$ cat src/rtl/fifo_bram_port_ctrl.sv
// Two-producer / one-consumer front end for an external BRAM FIFO: round-robin
// write arbitration plus a credit-based read sequencer that hides BRAM read latency.
module fifo_bram_port_ctrl #(
  parameter int DATA_WIDTH   = 8,
  parameter int READ_LATENCY = 1
) (
  input  logic                  Clk,
  input  logic                  Reset,
  input  logic                  A_Req,
  input  logic [DATA_WIDTH-1:0] A_Data,
  output logic                  A_Grant,
  input  logic                  B_Req,
  input  logic [DATA_WIDTH-1:0] B_Data,
  output logic                  B_Grant,
  output logic                  Out_Valid,
  output logic [DATA_WIDTH-1:0] Out_Data,
  input  logic                  Out_Ready,
  output logic                  FIFO_Write,
  output logic [DATA_WIDTH-1:0] FIFO_Write_data,
  output logic                  FIFO_Read,
  input  logic [DATA_WIDTH-1:0] FIFO_Read_data,
  input  logic                  FIFO_Empty,
  input  logic                  FIFO_Full
);
  localparam int BUF_DEPTH = READ_LATENCY + 1;
  localparam int PW        = (BUF_DEPTH > 2) ? $clog2(BUF_DEPTH) : 1;
  localparam int CW        = $clog2(2 * BUF_DEPTH + 1);

  typedef enum logic {LAST_A = 1'b0, LAST_B = 1'b1} last_t;

  // ---------------- write arbiter ----------------
  last_t r_last;
  logic  w_a_win, w_b_win;

  assign w_a_win = A_Req & (~B_Req | (r_last == LAST_B));
  assign w_b_win = B_Req & (~A_Req | (r_last == LAST_A));

  // Grants are gated by reset so the FIFO never sees a write while held in reset.
  assign A_Grant         = Reset & ~FIFO_Full & w_a_win;
  assign B_Grant         = Reset & ~FIFO_Full & w_b_win;
  assign FIFO_Write      = A_Grant | B_Grant;
  assign FIFO_Write_data = B_Grant ? B_Data : A_Data;

  always_ff @(posedge Clk or negedge Reset) begin
    if (!Reset)       r_last <= LAST_B;
    else if (A_Grant) r_last <= LAST_A;
    else if (B_Grant) r_last <= LAST_B;
  end

  // ---------------- read sequencer ----------------
  logic [DATA_WIDTH-1:0] r_buf [BUF_DEPTH];
  logic [PW-1:0]         r_wptr, r_rptr;
  logic [CW-1:0]         r_cnt;
  logic [READ_LATENCY:1] r_vld_pipe;
  logic [CW-1:0]         w_infl, w_used;
  logic                  w_pop, w_cap;

  function automatic logic [PW-1:0] f_nxt(input logic [PW-1:0] p);
    return (p == PW'(BUF_DEPTH - 1)) ? '0 : p + PW'(1);
  endfunction

  assign w_pop = Out_Valid & Out_Ready;
  assign w_cap = r_vld_pipe[READ_LATENCY];

  always_comb begin
    w_infl = '0;
    for (int i = 1; i <= READ_LATENCY; i++) w_infl = w_infl + CW'(r_vld_pipe[i]);
  end

  // A slot freed by this cycle's pop can be re-credited immediately, which is
  // what sustains one word per cycle with only READ_LATENCY+1 buffer entries.
  assign w_used    = r_cnt - CW'(w_pop) + w_infl;
  assign FIFO_Read = Reset & ~FIFO_Empty & (w_used < CW'(BUF_DEPTH));

  always_ff @(posedge Clk or negedge Reset) begin
    if (!Reset) begin
      r_vld_pipe <= '0;
    end else begin
      r_vld_pipe[1] <= FIFO_Read;
      for (int i = 2; i <= READ_LATENCY; i++) r_vld_pipe[i] <= r_vld_pipe[i-1];
    end
  end

  always_ff @(posedge Clk or negedge Reset) begin
    if (!Reset) begin
      for (int i = 0; i < BUF_DEPTH; i++) r_buf[i] <= '0;
      r_wptr <= '0;
      r_rptr <= '0;
      r_cnt  <= '0;
    end else begin
      if (w_cap) begin
        r_buf[r_wptr] <= FIFO_Read_data;
        r_wptr        <= f_nxt(r_wptr);
      end
      if (w_pop) r_rptr <= f_nxt(r_rptr);
      r_cnt <= r_cnt + CW'(w_cap) - CW'(w_pop);
    end
  end

  // EMPTY: r_cnt==0 and no reads in flight; FILLING: reads in flight; STREAMING: r_cnt>0.
  assign Out_Valid = (r_cnt != '0);
  assign Out_Data  = r_buf[r_rptr];

endmodule

$ cat config.mk
export PLATFORM = sky130hd
export DESIGN_NAME = fifo_bram_port_ctrl
export DESIGN_NICKNAME = d
export VERILOG_FILES = /design/src/rtl/fifo_bram_port_ctrl.sv
export SDC_FILE = /design/constraint.sdc
export NUM_CORES = 1
export LEC_CHECK = 0
export ABC_AREA = 1
export BUFFER_PORTS_ARGS = -buffer_cell sky130_fd_sc_hd__buf_2
export CAP_MARGIN = 20
export CORE_MARGIN = 2
export CORE_UTILIZATION = 46
export DETAILED_ROUTE_END_ITERATION = 8
export PLACE_DENSITY = 0.78
export RECOVER_POWER = 50
export SKIP_CTS_REPAIR_TIMING = 1
export SLEW_MARGIN = 20
export SYNTH_ARGS = -nofsm -noshare
export SYNTH_HDL_FRONTEND = slang
export SYNTH_SLANG_ARGS = --single-unit
$ cat constraint.sdc
create_clock -name Clk -period 2.4 [get_ports Clk]
set_input_delay 0.12 -clock Clk [delete_from_list [all_inputs] [get_ports Clk]]
set_output_delay 0.12 -clock Clk [all_outputs]
set_load 0.03 [all_outputs]
==> flow_metrics.tcl <==
set metrics [dict create \
    outcome "finished with violations" \
    violations "negative setup slack" \
    period_share_pct 104 \
    grt_first_pass_wirelength_mm 4.20 \
    relSlewSlack_pct 53.1 \
    core_um2 2480 \
    area_growth_pct 27.4 \
    antenna_cells 0 \
    end_kind "output port" \
    ys_seq_elements 23 \
    cts_sinks 23 \
    ir_worst_vdd_uv 891 \
    antenna_found_initial 0 \
    drive_gt1_share_pct 33.6 \
    num_io_pins 52 \
    crit_fanout 2 \
    setup_ws_ps -99.5 \
    final_cell_count_no_fill 244 \
    endpoint "FIFO_Read" \
    cts_root_buf "clkbuf_4" \
    worst-r2r-setup-slack_ps 400 \
    viasPerCell 4.52 \
    grt_overflow_total 0 \
    rsz0062_at_grt "yes" \
    startpoint "r_cnt[1]" \
    p_leak_uw 0.000914 \
    place_congestion 0.791 \
    final.setup_skew_ps 6.63 \
    fin_tns_setup_ps -99.5 \
    worstRegToRegCells 14 \
    fmax_mhz 400 \
    worstMarginPinSlew_ps 703 \
    utilization_pct 62.2 \
    die_w_um 55.3 \
    row_count 18 \
    r2r-end "r_vld_pipe" \
    cp-start-kind "flip-flop" \
    cp_data_required_time_ps 2280 \
    drt-total-wl_mm 2.56 \
    start_util_pct 48.8 \
    fp.dieH_um 55.3 \
    fp.dieArea_um2 3060 \
    report.final.setup_viol 1 \
    dpl.hpwl_mm 1.95 \
    first_global_vias 1003 \
    hp-class "input pin to flip-flop" \
    powerDensity_nw_per_um2 1250 \
    grt_max_degree 25 \
    yosysWarnings 0 \
    firstDrtPassIters 4 \
    mostFrequentLayoutCell "nand2_1" \
    pre_cts_ws_ps 151 \
    ys_seq_area_share_pct 47.7 \
    dp.cells 237 \
    grt_use_total_pct 16.8 \
    ant_nets 0 \
    crit_type "flip-flop to output port" \
    slew_viol_final 0 \
    place.port_buffers 51 \
    insertion_delay_ps 300 \
    cp_data_arrival_time_ps 2380 \
    r2r_start "r_cnt[1]" \
    syn_area_um2 1210 \
    first_iter_violations 55 \
    wire_per_inst_um 10.5 \
    clockBufferDepth 2 \
    cts_made_buffers 3 \
    htreeDepth 1 \
    syn_avg_cell_area_um2 7.61 \
    syn_inst 159 \
    cts_tree "built" \
    route.detailed.drc 0 \
    max_cap_violations 0 \
    syn_nets 193 \
    layout.nets 249 \
    fin_crit_ps 2500 \
    ys_types 20 \
    cts.clk_slew.worst_paths_ps 120 \
    final_cell_mix "nand2_1 (80), buf_2 (48), dfrtp_1 (22), inv_1 (17)" \
    vias 1103 \
    report.final.hold_viol_count 0 \
]
## routing by layer
layer	vias to the layer above	part of all wire (%)	track usage [%]	wire [um]
li1	592	-	-	-
met1	478	47	24.1	1200
met2	31	48	27.2	1230
met3	2	4.8	1.87	122
met4	0	0.20	4.18	5
met5	-	0	0	0
## cells by family after synthesis
family                   share of synthesized area, %
buffers and inverters                            9.20
adder cells (fa/ha/maj)                          3.72
AND/OR/NAND/NOR                                  29.5
flip-flops                                       47.7
AO/OA/AOI/OAI                                    9.93
## through the flow
step           power [uW]  hold slack, ps  cell area, um2
2_1_floorplan        1470            -176            1210
3_3_place_gp         1690             173            1470
3_5_place_dp         1710             171            1470
4_1_cts              1890            -179            1500
5_1_grt              2120            42.6            1540
6_report             1930            52.8            1540
## cell type report
cell class / count / area, um2
fillers: 246 / 936
flip-flops and latches: 23 / 577
multi-input cells: 113 / 537
repair buffers: 55 / 292
inverters: 19 / 71.3
well taps: 30 / 37.5
clock buffers: 3 / 22.5
clock inverters: 1 / 5.00
## worst min-delay path by stage
stage / endpoint / start / slack, ps / cells after the start
4_1_cts: r_vld_pipe / Reset / -180 / 2
3_3_place_gp: r_buf[9] / Reset / 170 / 2
6_report: r_last / B_Req / 50 / 3
2_1_floorplan: r_buf[0] / Reset / -180 / 0
3_5_place_dp: r_vld_pipe / Reset / 170 / 2
5_1_grt: r_buf[11] / FIFO_Read_data[3] / 40 / 3
## sequential cells by signal, summed over array words and instances, names as in the netlist
signal / cells
r_cnt: 3
r_buf: 16
r_last: 1
r_wptr: 1
r_vld_pipe: 1
r_rptr: 1
## worst max-delay path, cell delays in order, from the launching register on
cell and delay, ps:
dfrtp_1 400, nor2_1 100, nand2_1 70, nand2_1 70, inv_1 50, ha_1 260
inv_1 60, ha_1 150, fa_2 440, nor2_1 100, nand2_1 90, nor2_4 140
buf_6 140
## power breakdown
part	internal, uW	switching, uW	leakage, uW
Sequential	583	123	0.000275
Clock	62.1	111	0.0000177
Combinational	365	690	0.000622
Total	1010	924	0.000914
## cells in the mapped netlist (all sizes together)
master	count	area, um2
nand2	83	314
fa	1	20.0
or2	1	6.26
o21ai	16	110
buf	3	36.3
clkinv	1	3.75
nand3	3	15.0
dfstp	1	26.3
inv	18	67.6
dfrtp	22	551
ha	2	25.0
a21oi	2	10.0
nor2	5	21.3
clkbuf	1	3.75
Power figures use the tool's default switching activity.
